**config.mk**
```make
export PLATFORM = sky130hd
export DESIGN_NAME = axi_ad6676_chan_pack
export DESIGN_NICKNAME = d
export VERILOG_FILES = /design/src/rtl/axi_ad6676_chan_pack.sv
export SDC_FILE = /design/constraint.sdc
export NUM_CORES = 1
export LEC_CHECK = 0
export BUFFER_PORTS_ARGS = -buffer_cell sky130_fd_sc_hd__buf_2
export CAP_MARGIN = 10
export CELL_PAD_IN_SITES_DETAIL_PLACEMENT = 1
export CELL_PAD_IN_SITES_GLOBAL_PLACEMENT = 1
export CORE_ASPECT_RATIO = 0.7
export CORE_MARGIN = 2
export CORE_UTILIZATION = 51
export DETAILED_ROUTE_END_ITERATION = 10
export GPL_TIMING_DRIVEN = 0
export PLACE_DENSITY_LB_ADDON = 0.1
export RECOVER_POWER = 25
export SLEW_MARGIN = 20
export SYNTH_ARGS = -nofsm -noshare
export SYNTH_HDL_FRONTEND = slang
export SYNTH_SLANG_ARGS = --single-unit
```
**constraint.sdc**
```tcl
create_clock -name adc_clk -period 8.18 [get_ports adc_clk]
set_input_delay 0.818 -clock adc_clk [delete_from_list [all_inputs] [get_ports adc_clk]]
set_output_delay 0.818 -clock adc_clk [all_outputs]
set_load 0.005 [all_outputs]
```
**src/rtl/axi_ad6676_chan_pack.sv**
```systemverilog
// Packs pairs of 32-bit ADC beats into 64-bit words and buffers them in a first-word-fall-through FIFO.
// Define AXI_AD6676_CHAN_PACK_OVF_CNT_EN to implement the saturating dropped-word counter on ovf_count.
module axi_ad6676_chan_pack #(
    parameter int FIFO_DEPTH = 4
) (
    input  logic        adc_clk,
    input  logic        adc_rst,
    input  logic        adc_valid,
    input  logic        adc_enable,
    input  logic [31:0] adc_data,
    input  logic        adc_or,
    input  logic        dma_ready,
    input  logic        ovf_clr,
    output logic        dma_valid,
    output logic [63:0] dma_data,
    output logic        dma_or,
    output logic        adc_ovf,
    output logic [15:0] ovf_count
);

    localparam int AW = (FIFO_DEPTH > 1) ? $clog2(FIFO_DEPTH) : 1;
    localparam int PW = AW + 1;

    logic          phase_q, phase_d;
    logic [31:0]   hold_q, hold_d;
    logic          hold_or_q, hold_or_d;
    logic [PW-1:0] wr_ptr_q, wr_ptr_d;
    logic [PW-1:0] rd_ptr_q, rd_ptr_d;
    logic          ovf_q, ovf_d;

    logic [63:0]   mem_data_q [FIFO_DEPTH];
    logic          mem_or_q   [FIFO_DEPTH];

    logic          accept;
    logic          push;
    logic          pop;
    logic          empty;
    logic          full;
    logic          push_ok;
    logic          drop;
    logic [63:0]   push_word;
    logic          push_or;

    // Pointers carry one extra wrap bit so full and empty are distinguishable.
    always_comb begin
        accept    = adc_valid & adc_enable;
        push      = accept & phase_q;
        push_word = {adc_data, hold_q};
        push_or   = hold_or_q | adc_or;
        empty     = (wr_ptr_q == rd_ptr_q);
        full      = ((wr_ptr_q ^ rd_ptr_q) == {1'b1, {AW{1'b0}}});
        pop       = ~empty & dma_ready;
        push_ok   = push & (~full | pop);
        drop      = push & full & ~pop;
    end

    always_comb begin
        phase_d   = phase_q;
        hold_d    = hold_q;
        hold_or_d = hold_or_q;
        if (!adc_enable) begin
            phase_d = 1'b0;
        end else if (accept) begin
            if (!phase_q) begin
                phase_d   = 1'b1;
                hold_d    = adc_data;
                hold_or_d = adc_or;
            end else begin
                phase_d = 1'b0;
            end
        end
    end

    always_comb begin
        wr_ptr_d = wr_ptr_q + {{AW{1'b0}}, push_ok};
        rd_ptr_d = rd_ptr_q + {{AW{1'b0}}, pop};
        ovf_d    = ovf_q;
        if (drop) begin
            ovf_d = 1'b1;
        end else if (ovf_clr) begin
            ovf_d = 1'b0;
        end
    end

    always_ff @(posedge adc_clk or posedge adc_rst) begin
        if (adc_rst) begin
            phase_q   <= 1'b0;
            hold_q    <= 32'h0;
            hold_or_q <= 1'b0;
            wr_ptr_q  <= '0;
            rd_ptr_q  <= '0;
            ovf_q     <= 1'b0;
        end else begin
            phase_q   <= phase_d;
            hold_q    <= hold_d;
            hold_or_q <= hold_or_d;
            wr_ptr_q  <= wr_ptr_d;
            rd_ptr_q  <= rd_ptr_d;
            ovf_q     <= ovf_d;
        end
    end

    // When full with a pop pending, the write slot is the head being popped, so the overwrite is safe.
    always_ff @(posedge adc_clk) begin
        if (push_ok) begin
            mem_data_q[wr_ptr_q[AW-1:0]] <= push_word;
            mem_or_q[wr_ptr_q[AW-1:0]]   <= push_or;
        end
    end

    always_comb begin
        dma_valid = ~empty;
        dma_data  = mem_data_q[rd_ptr_q[AW-1:0]];
        dma_or    = mem_or_q[rd_ptr_q[AW-1:0]];
        adc_ovf   = ovf_q;
    end

`ifdef AXI_AD6676_CHAN_PACK_OVF_CNT_EN
    logic [15:0] cnt_q, cnt_d;

    // A drop in the same cycle as a clear restarts the count at one.
    always_comb begin
        cnt_d = cnt_q;
        if (drop) begin
            if (ovf_clr) begin
                cnt_d = 16'd1;
            end else if (cnt_q != 16'hFFFF) begin
                cnt_d = cnt_q + 16'd1;
            end
        end else if (ovf_clr) begin
            cnt_d = 16'd0;
        end
    end

    always_ff @(posedge adc_clk or posedge adc_rst) begin
        if (adc_rst) begin
            cnt_q <= 16'd0;
        end else begin
            cnt_q <= cnt_d;
        end
    end

    assign ovf_count = cnt_q;
`else
    assign ovf_count = 16'h0000;
`endif

endmodule

```
==> results.tsv <==
stage	metric	value	unit
clocking	PostCTS Resize Cnt	0	
final_layout	synth-to-layout area growth	19.4	%
final_layout	Filler cells	1841	
job	# Max-Cap Violations	0	
final_layout	layout cells sized above 1	42.5	%
drt	DR vias/cell	5.44	
power	switch share	25.8	%
global_route	initial antenna violation count	0	
clocking	clock slew at reported path FFs	0.07	ns
placement	Placed Area	12500	µm²
drt	Via Count	5170	
synth	Synth warnings	0	
drt	remaining routing DRC violations	0	
synth	average size of a mapped cell	24.3	µm²
setup_path	worst-path fanout max	9	
drt	Post-DRT Antenna Nets	0	
timing	Final WS setup	5.18	ns
global_route	GR Overflow Total	0	
setup_path	arrival time at the worst endpoint	3.29	ns
power	combinational share of power	23.8	%
power	pwr/cell area	309	nW/µm²
synth	Mapped Cells	461	
clocking	sink count of the clock tree	301	
power	P_sw	1070	µW
final_layout	antenna cells	0	
clocking	clk buf depth	3	
die	Initial Utilization	51.8	%
synth	cell taking the most area after synthesis	edfxtp_1	
timing	Fin Clk Skew	0.0136	ns
clocking	Root Buffer	clkbuf_16	
clocking	Post-CTS Hold Buffers	0	
timing	Fin. Hold Viols	0	
power	P_leak	0.00472	µW
synth	synth unique cells	25	
final_layout	final instance area	13400	µm²
power	VDD IR max	0.221	mV
setup_path	Worst setup EP type	flop	
synth	synth top area cells	edfxtp_1 70%, mux4_2 13%, dfrtp_1 9.2%, mux2_2 3.3%, buf_4 1.1%	
synth	Post-synth ARST share	13.6	%
synth	top-count cell post-synth	edfxtp_1	
placement	port bufs	105	
timing	f_max	333	MHz
synth	Mapped Area	11200	µm²
synth	Synth top cells by count	260 x edfxtp_1, 65 x mux4_2, 41 x dfrtp_1, 33 x mux2_2, 17 x buf_4	
timing	setup tns final	0	ns
final_layout	FF/Latch Area	8830	µm²
placement	gp weighted congestion	0.699	
synth	post-synthesis sequential area ratio	78.9	%
setup_path	startpoint types	flop	
global_route	number of global-route vias before repair	5663	
setup_path	CP Class	reg2reg	
die	core area	21600	µm²
die	row count	45	
global_route	first-pass GRT wire length	33.6	mm
clocking	Max H-tree Level	1	
die	Chip Width	181	µm
power	power share of the clock group	30.9	%
clocking	cts bufs inserted	29	
setup_path	r2r startpoint	wr_ptr_q[1]	
timing	Final min period	3.00	ns
timing	max-slew violation count	0	
timing	RSZ-0062 raised after global routing	false	
final_layout	Multi-input gate area	2120	µm²
timing	fin crit share	36.7	%
die	top-level I/O count	122	
synth	Post-synth EDFFs	260	
synth	Yosys reg bits	301	
timing	Slew HR	46.2	%
global_route	largest net degree at the start of global routing	24	
power	Internal Pwr Total	3070	µW
drt	detailed-route wire length	21.7	mm
final_layout	nets	689	
die	Die Ht	128	µm
setup_path	worst endpoint required time	8.47	ns
synth	Top FF cell, synth	edfxtp_1	
synth	top-area cell type share of the netlist area	69.7	%
timing	final setup violating endpoints	0	
drt	drt pass-1 iters	5	
setup_path	Worst R2R End	mem_data_q[0][20]	
clocking	Clock Latency Late Sink	0.54	ns
placement	Setup WS pre-CTS	4.88	ns
drt	Starting DRT DRC Count	358	
clocking	setup repair bufs after CTS	0	
clocking	TritonCTS clock tree	done	
global_route	Total GRT Usage	19.5	%
setup_path	R2R depth	9	
min_path	Hold WC Path Type	in2async	
timing	slew at the pin with the worst max-slew slack	0.798	ns
power	share of power burned in registers	45.2	%
placement	DP Wirelength	14.8	mm
run_status	status	completed	
setup_path	R2R Setup Slk	5.18	ns
die	Die Area	23200	µm²
drt	WL/cell	22.8	µm
[flip-flops by register name, summed over array words and instances, names as in the netlist]
register,flops
hold_q,32
wr_ptr_q,3
adc_ovf,1
hold_or_q,1
phase_q,1
mem_data_q,256
mem_or_q,4
rd_ptr_q,3
[power by group through the flow]
| stage | combinational, µW | clock (µW) | sequential, µW |
|---|---|---|---|
| floorplan | 643 | 0 | 1880 |
| global placement | 978 | 0 | 1900 |
| detailed placement | 1010 | 0 | 1900 |
| CTS | 1020 | 1300 | 1870 |
| global route | 1070 | 1360 | 1880 |
| finish | 986 | 1280 | 1870 |
[cells in the final DEF (no fill, tap or decap), drive strengths merged]
cell,Yosys,final
nor3,1,1
mux2,33,33
conb,1,16
bufinv,0,2
a21boi,1,1
edfxtp,260,260
ha,4,4
xor2,5,5
clkbuf,0,73
buf,33,140
and3,1,1
nor3b,2,2
nor2,3,3
a32o,1,1
nand3b,1,1
clkinv,0,9
nand2,2,2
mux4,65,65
xnor2,1,1
and2,1,1
o41ai,1,1
inv,3,4
dfrtp,41,41
or2,1,1
[worst max-delay path: stages, from the launching register on]
cell,delay [ns]
dfrtp_1,0.47
xor2_1,0.21
o41ai_2,0.77
nor3_2,0.21
buf_6,0.21
buf_4,0.19
buf_6,0.16
buf_4,0.17
buf_4,0.17
buf_4,0.19
[stage by stage]
step | utilization (%) | power, µW | instances | hold WS (ns)
2_1_floorplan | - | 2530 | 476 | 0.462
3_3_place_gp | 56.1 | 2880 | 863 | 0.478
3_5_place_dp | 57.8 | 2910 | 897 | 0.485
4_1_cts | 62.0 | 4190 | 950 | 0.349
5_1_grt | 61.8 | 4310 | 950 | 0.369
6_report | 61.8 | 4130 | 950 | 0.340
[cell type report]
| cell class | instances | area share, % |
|---|---|---|
| repair buffers | 139 | 6.25 |
| clock inverters | 12 | 0.805 |
| multi-input cells | 139 | 15.9 |
| well taps | 282 | 2.64 |
| plain buffers | 33 | 2.29 |
| clock buffers | 41 | 5.99 |
| flip-flops and latches | 301 | 66.1 |
| inverters | 3 | 0.0842 |
[cells by family (layout without fill, tap and decap cells)]
| group | after synthesis | after routing | share of synthesized area, % |
|---|---|---|---|
| adder cells (fa/ha/maj) | 4 | 4 | 0.447 |
| buffers and inverters | 36 | 228 | 2.84 |
| flip-flops | 301 | 301 | 78.9 |
| XOR/XNOR | 6 | 6 | 0.469 |
| other | 1 | 16 | 0.0335 |
| AO/OA/AOI/OAI | 3 | 3 | 0.302 |
| multiplexers | 98 | 98 | 16.4 |
| AND/OR/NAND/NOR | 12 | 12 | 0.615 |
[worst max-delay path by stage]
stage | from | depth (start not counted) | slack, ns | endpoint
detailed placement | dma_ready | 9 | 4.88 | mem_data_q[0][47]
global placement | adc_valid | 4 | -2.55 | mem_data_q[1][47]
CTS | wr_ptr_q[1] | 9 | 5.15 | mem_data_q[0][52]
floorplan | adc_enable | 3 | 1.71 | mem_data_q[2][0]
global route | rd_ptr_q[2] | 9 | 5.00 | mem_data_q[0][20]
finish | wr_ptr_q[1] | 9 | 5.18 | mem_data_q[0][20]
[per-layer routing]
metal  GRT usage (%)  wire length (µm)
met1            28.0              9770
met2            32.0             10600
met3            3.24              1030
met4            4.73               322
met5               0                 0
Note: power is estimated with default switching activity, not from simulation.
